### src/rtl/ibex_mult_pext_seq.sv
// Step sequencer for the shared P-extension multiplier: 1 to 3 cycles per op, result valid in the final step.
// Backpressure: an unaccepted result is parked in the intermediate register and held in WAIT until ready_i.
module ibex_mult_pext_seq #(
    parameter int unsigned CntWidth = 16
) (
    input  logic                clk_i,
    input  logic                rst_ni,
    input  logic                mult_en_i,
    input  logic [1:0]          cycle_count_i,
    input  logic [1:0]          accum_sub_i,
    input  logic                ready_i,
    input  logic                clr_cnt_i,
    output logic [1:0]          step_o,
    output logic                imd_we_o,
    output logic                imd_sel_o,
    output logic                hold_sel_o,
    output logic                sub_o,
    output logic                valid_o,
    output logic                busy_o,
    output logic [CntWidth-1:0] ops_done_o
);

    typedef enum logic [1:0] {
        S_IDLE  = 2'd0,
        S_STEP1 = 2'd1,
        S_STEP2 = 2'd2,
        S_WAIT  = 2'd3
    } state_e;

    state_e              r_state;
    state_e              w_state_nxt;
    logic [1:0]          r_len;
    logic                r_sub;
    logic [CntWidth-1:0] r_ops_done;

    logic [1:0] w_len;
    logic       w_latch;
    logic [1:0] w_step;
    logic       w_imd_we;
    logic       w_imd_sel;
    logic       w_hold_sel;
    logic       w_sub;
    logic       w_valid;
    logic       w_hs;

    // The unused 2'b10 encoding aliases to the single-cycle form.
    assign w_len = (cycle_count_i == 2'b10) ? 2'b00 : cycle_count_i;

    always_comb begin
        w_state_nxt = r_state;
        w_latch     = 1'b0;
        w_step      = 2'd0;
        w_imd_we    = 1'b0;
        w_imd_sel   = 1'b0;
        w_hold_sel  = 1'b0;
        w_sub       = 1'b0;
        w_valid     = 1'b0;
        // Outputs stay quiet while reset is held, even with a request pending.
        if (rst_ni) begin
            case (r_state)
                S_IDLE: begin
                    if (mult_en_i) begin
                        if (w_len == 2'b00) begin
                            w_valid = 1'b1;
                            w_sub   = accum_sub_i[0];
                            if (!ready_i) begin
                                w_imd_we    = 1'b1;
                                w_state_nxt = S_WAIT;
                            end
                        end else begin
                            w_imd_we    = 1'b1;
                            w_latch     = 1'b1;
                            w_state_nxt = S_STEP1;
                        end
                    end
                end
                S_STEP1: begin
                    w_step    = 2'd1;
                    w_imd_sel = 1'b1;
                    if (!mult_en_i) begin
                        w_state_nxt = S_IDLE;
                    end else if (r_len == 2'b11) begin
                        w_imd_we    = 1'b1;
                        w_state_nxt = S_STEP2;
                    end else begin
                        w_valid = 1'b1;
                        if (ready_i) begin
                            w_state_nxt = S_IDLE;
                        end else begin
                            w_imd_we    = 1'b1;
                            w_state_nxt = S_WAIT;
                        end
                    end
                end
                S_STEP2: begin
                    w_step    = 2'd2;
                    w_imd_sel = 1'b1;
                    if (!mult_en_i) begin
                        w_state_nxt = S_IDLE;
                    end else begin
                        w_sub   = r_sub;
                        w_valid = 1'b1;
                        if (ready_i) begin
                            w_state_nxt = S_IDLE;
                        end else begin
                            w_imd_we    = 1'b1;
                            w_state_nxt = S_WAIT;
                        end
                    end
                end
                S_WAIT: begin
                    w_hold_sel = 1'b1;
                    if (!mult_en_i) begin
                        w_state_nxt = S_IDLE;
                    end else begin
                        w_valid = 1'b1;
                        if (ready_i) begin
                            w_state_nxt = S_IDLE;
                        end
                    end
                end
                default: w_state_nxt = S_IDLE;
            endcase
        end
    end

    assign w_hs = w_valid & ready_i;

    always_ff @(posedge clk_i or negedge rst_ni) begin
        if (!rst_ni) begin
            r_state    <= S_IDLE;
            r_len      <= 2'b00;
            r_sub      <= 1'b0;
            r_ops_done <= '0;
        end else begin
            r_state <= w_state_nxt;
            if (w_latch) begin
                r_len <= w_len;
                r_sub <= accum_sub_i[1];
            end
            if (clr_cnt_i) begin
                r_ops_done <= '0;
            end else if (w_hs && (r_ops_done != {CntWidth{1'b1}})) begin
                r_ops_done <= r_ops_done + 1'b1;
            end
        end
    end

    assign step_o     = w_step;
    assign imd_we_o   = w_imd_we;
    assign imd_sel_o  = w_imd_sel;
    assign hold_sel_o = w_hold_sel;
    assign sub_o      = w_sub;
    assign valid_o    = w_valid;
    assign busy_o     = rst_ni && (r_state != S_IDLE);
    assign ops_done_o = r_ops_done;

endmodule

### config.mk
export PLATFORM = sky130hd
export DESIGN_NAME = ibex_mult_pext_seq
export DESIGN_NICKNAME = d
export VERILOG_FILES = /design/src/rtl/ibex_mult_pext_seq.sv
export SDC_FILE = /design/constraint.sdc
export NUM_CORES = 1
export LEC_CHECK = 0
export ABC_CLOCK_PERIOD_IN_PS = 2450
export CAP_MARGIN = 40
export CORE_MARGIN = 5
export CORE_UTILIZATION = 47
export CTS_CLUSTER_DIAMETER = 50
export CTS_CLUSTER_SIZE = 30
export DETAILED_ROUTE_END_ITERATION = 12
export GPL_ROUTABILITY_DRIVEN = 1
export PLACE_DENSITY = 0.76
export SYNTH_ARGS = -nofsm -noshare
export SYNTH_HDL_FRONTEND = slang
export SYNTH_SLANG_ARGS = --single-unit
### constraint.sdc
create_clock -name clk_i -period 2.45 [get_ports clk_i]
set_input_delay 0.735 -clock clk_i [delete_from_list [all_inputs] [get_ports clk_i]]
set_output_delay 0.735 -clock clk_i [all_outputs]
set_load 0.05 [all_outputs]
* Yosys cells after proc, flatten, opt, wreduce, memory -nomap -nowiden
Cells that the tools add are included. W data, S select, Z words.
Word-level totals: input bits 9, RAM bits 0, memories 0, memory bits (read-only) 0, bits in latches 0, output and inout port bits 24, logic and storage cells 67, register bits after elaboration 21
Cells by class: equal/unequal tests 9, reduce and logical (&&, ||, !) cells 9, multiplexer cells 43, bitwise logic cells 1, magnitude comparators 0, shift operators 0, $mul 0, add/subtract/negate cells 1, divide/modulo/power cells 0
Operators by type and width (number):
- $mux W16 | 2
- $mux W1 | 25
- $mux W2 | 11
- $add A16 B1 Y16 const B | 1
- $ne A16 B16 Y1 const B | 1
- $eq A2 B2 Y1 const B | 4
- $pmux W2 S4 | 1
- $ne A3 B3 Y1 const B | 2
- $pmux W1 S3 | 2
- $logic_not A2 Y1 | 2
- $pmux W2 S2 | 1
- $reduce_and A4 Y1 | 1
- $reduce_bool A2 Y1 | 2
- $reduce_or A2 Y1 | 2
- $eq A2 B1 Y1 const B | 1
- $logic_and A1 B1 Y1 | 2
- $ne A2 B2 Y1 const B | 1
- $pmux W1 S2 | 1
- $and A1 B1 Y1 | 1

* Logic depth before layout (Yosys ltp)
depth after elaboration 11, depth in mapped cells 8, gate-level depth less buffers 6

* Worst setup path before layout
No wires, ideal clock.
path kind reg-to-output, from reg r_state[1], to out imd_we_o, path buffers 0, setup slack -1.750 ns, arrival 3.465 ns, stages on the path, launching flop included 6, data required time 1.715 ns, path through dfrtp_1 inv_1 ha_1 nand3_1 o21a_1 a2111oi_0
On the way: longest elaborated chain between the ends 3, elaborated cells between the ends (all ways) 5, those cells by class eq/ne (2); mux (2); reduce/logical (1)
Ends and longest elaborated chain:
- start: declaration | line 30 | state_e r_state;
- start signal: assignment | line 136 | r_state <= w_state_nxt;
- $eq A2 B2 Y1 (tied with other cells) | line 60 | case (r_state)
- $pmux W1 S3 * | line 60
- $mux W1 * | line 59 | if (rst_ni) begin
- end: declaration | line 14 | output logic imd_we_o,
Every way passes the cells marked *; elsewhere a longest branch is shown, timed or not.

* Final worst setup path
from reg r_state[1], to out valid_o
On the way: longest elaborated chain between the ends 4, elaborated cells between the ends (all ways) 7, those cells by class eq/ne (3); mux (2); reduce/logical (2)
Ends and longest elaborated chain:
- $eq A2 B2 Y1 | line 60
- $reduce_or A2 Y1 (no source line)
- $pmux W1 S3 * | line 60
- $mux W1 * | line 59
- end: declaration | line 18 | output logic valid_o,
Marks and branches as above.

==> results.ini <==
[run_status]
run_status = complete, but fails checks
violations = negative setup slack

[route]
vias_per_cell = 5.98
vias = 1417
drtIter0Drc = 97
wire_per_inst_microns = 16.8
dr.pass1.iters = 4
drc = 0
postRouteAntennaNets = 0
detail_route.wirelength_microns = 3980

[sta]
period_needed_ps = 2670
setup_viol = 3
slew_viol_final = 0
final.setup.worst_slack_ps = -216
fmax_mhz = 375
holdWs_ps = 538
finClkSkew_ps = 10.1
rsz0062_at_grt = true
fin_crit_sh_pct = 109
worst_pin_slew_ps = 508
finalHoldViolCount = 0
maxSlewHeadroom_pct = 66.0

[global_routing]
antenna_found_initial = 0
grt_pass1_wl_microns = 6560
first_global_vias = 1402
grt_overflow = 0
grt_usage_pct = 19.8
grt_max_degree = 16

[power_and_ir_drop]
sequentialPowerShare_pct = 29.1
power.density_nw_per_um2 = 691
p_leak_nw = 0.861
power.share.clock_pct = 11.6
power.total_mw = 1.48
combPwrFrac_pct = 59.2
intPower_uw = 881
netSwitchingFraction_pct = 40.4
vdd_drop_max_v = 0.000363
power.net_switching_uw = 598

[layout]
regArea_sq_um = 528
fillers = 226
multi_input_area_sq_um = 930
final_nets = 220
drive_above_1_share_pct = 31.9
syn_to_final_growth_pct = 51.1
stdcell_area_sq_um = 2140
antenna-diode-count = 0

[synthesis]
synth-edff-count = 0
async_reset_ff_share_pct = 100
synth_top_cell_area_share_pct = 37.1
ys_ff_latch = 21
seq_area_frac_synth_pct = 37.1
synthCells = 152
synth_area_per_cell_sq_um = 9.31
synthesis.nets = 167
ys_warn_count = 0
yosysUniqueCellTypes = 37
syn_area_sq_um = 1420
yosysTopAreaCell = dfrtp_1
synth_top_flop_cell = dfrtp_1
synthTopCellsByArea = dfrtp_1 37%, mux2_2 7.2%, ha_1 5.3%, or4_1 5.3%, o31ai_1 4.8%

[critical_path]
path_buf_inv = 2
crit_chain = buf_6 > ha_4 > or4b_4 > o211a_1 > buf_12
arrival_ps = 1930
required_ps = 1710
crit_slowest_cell = or4b_4
worst-setup-path-type = reg -> out
worstSetupEndpointType = primary output
crit_path_start_kind = flip-flop
worstPathMaxFanout = 5
critPathTopFamily = simple AND/OR/NAND/NOR gates
cpPeakStageDelay_ps = 530
rrSetupSlack_ps = 200

[clock_network]
clock_latency_ps = 310
clock_sinks = 21
cts_buffers = 3
cts-root-buf = clkbuf_4
htreeDepth = 1
clkTransAtPathRegs_ps = 130
clock_tree.buffer_depth = 2
cts_tree = built

[place]
placed_area_sq_um = 1960
dp_hpwl_microns = 2840
io_buffers = 32
gp_congestion = 0.831

[hold_path]
hp-class = reg -> reg

[die]
initial_core_util_pct = 47.5
die_w_microns = 64.9
dieHeight_microns = 64.9
io_pins = 33
num_rows = 20
core-area_sq_um = 2980
die_area_sq_um = 4210

[flow_run]
maxCapViolCount = 0

-- synth_stat cells, types with 2 or more instances --
cell type and instances:
o31ai_1 9, nand3_1 7, clkbuf_1 3, and4_1 2
or4_1 10, nand2b_1 5, o21ai_0 3, and2_1 4
inv_1 4, dfrtp_1 21, and3_1 3, nand4_1 8
mux2_2 9, nor2b_1 6, nand2_1 6, nor4_1 3
ha_1 6, nor3b_1 2, a21oi_1 13, nor2_1 11
-- stage by stage --
stage | setup TNS (ps) | cells | setup WS (ps) | util [%]
after global routing | -725 | 237 | -269 | 71.8
after detailed placement | -4540 | 225 | -318 | 65.8
final | -490 | 237 | -216 | 71.8
after global placement | -3490 | 225 | -292 | 65.8
after floorplan | 0 | 152 | 2.32 | -
after CTS | -541 | 235 | -198 | 70.0
-- state kept, by name, indices dropped and copies added, names as in the netlist --
signal and count:
r_state 2, r_sub 1, r_len 2, ops_done_o 16
-- placed cells by master, fill, tap and decap left out, types with 4 or more instances in the layout --
cell type        count
nor2_1              10
mux2_2               9
o31ai_1              9
and2_1               4
buf_6                4
nand4_1              8
buf_12               8
buf_4               20
or4_1               10
nor2b_1              5
a21oi_1             12
clkdlybuf4s50_1     20
nand2_1              5
nand2b_1             5
dfrtp_1             19
nand3_1              7
-- kinds of logic (layout without fill, tap and decap cells) --
group,after synthesis,in the layout,share of synthesized area (%)
compound gates,30,30,14.6
buf+inv,12,64,4.33
simple gates,73,73,30.8
fa+ha+maj,6,6,5.30
flops,21,21,37.1
mux,10,10,7.87
-- power by group through the flow --
stage / registers, mW / logic [mW] / clock network (mW)
3_5_place_dp: 0.427 / 0.697 / 0
6_report: 0.431 / 0.876 / 0.172
4_1_cts: 0.431 / 0.788 / 0.179
2_1_floorplan: 0.424 / 0.418 / 0
5_1_grt: 0.436 / 0.928 / 0.198
3_3_place_gp: 0.422 / 0.686 / 0
-- final cells by class --
type | count | area share (%)
multi-input combinational | 119 | 43.5
timing repair buffer | 56 | 27.8
sequential | 21 | 24.7
tap | 33 | 1.93
clock buffer | 3 | 1.05
inverter | 4 | 0.702
clock inverter | 1 | 0.351
-- final timing paths --
path | start | to | cells after the start
min in group asynchronous | rst_ni | r_sub$_DFFE_PN0P_ | 2
max reg2reg | r_state[1]$_DFFE_PN0P_ | ops_done_o[5]$_DFFE_PN0P_ | 8
min reg2reg | r_len[0]$_DFFE_PN0P_ | r_len[0]$_DFFE_PN0P_ | 1
max in group asynchronous | rst_ni | r_state[1]$_DFFE_PN0P_ | 3
min | r_len[0]$_DFFE_PN0P_ | r_len[0]$_DFFE_PN0P_ | 1
max | r_state[1]$_DFFE_PN0P_ | valid_o | 5
-- what timing repair did --
item	CTS	global route
setup buffers	6	2
pin swaps	6	5
setup endpoints to repair	8	8
gates cloned	0	0
gates resized for setup	19	7
hold buffers	0	0
-- layer usage --
layer	global-route usage, %	vias to the layer above	part of all wire, %
met5	0	-	0
met4	5.28	0	2.6
met3	3.81	14	4.9
met2	37.2	59	51
met1	22.4	667	41
li1	-	677	-
Note: power is estimated with default switching activity, not from simulation.
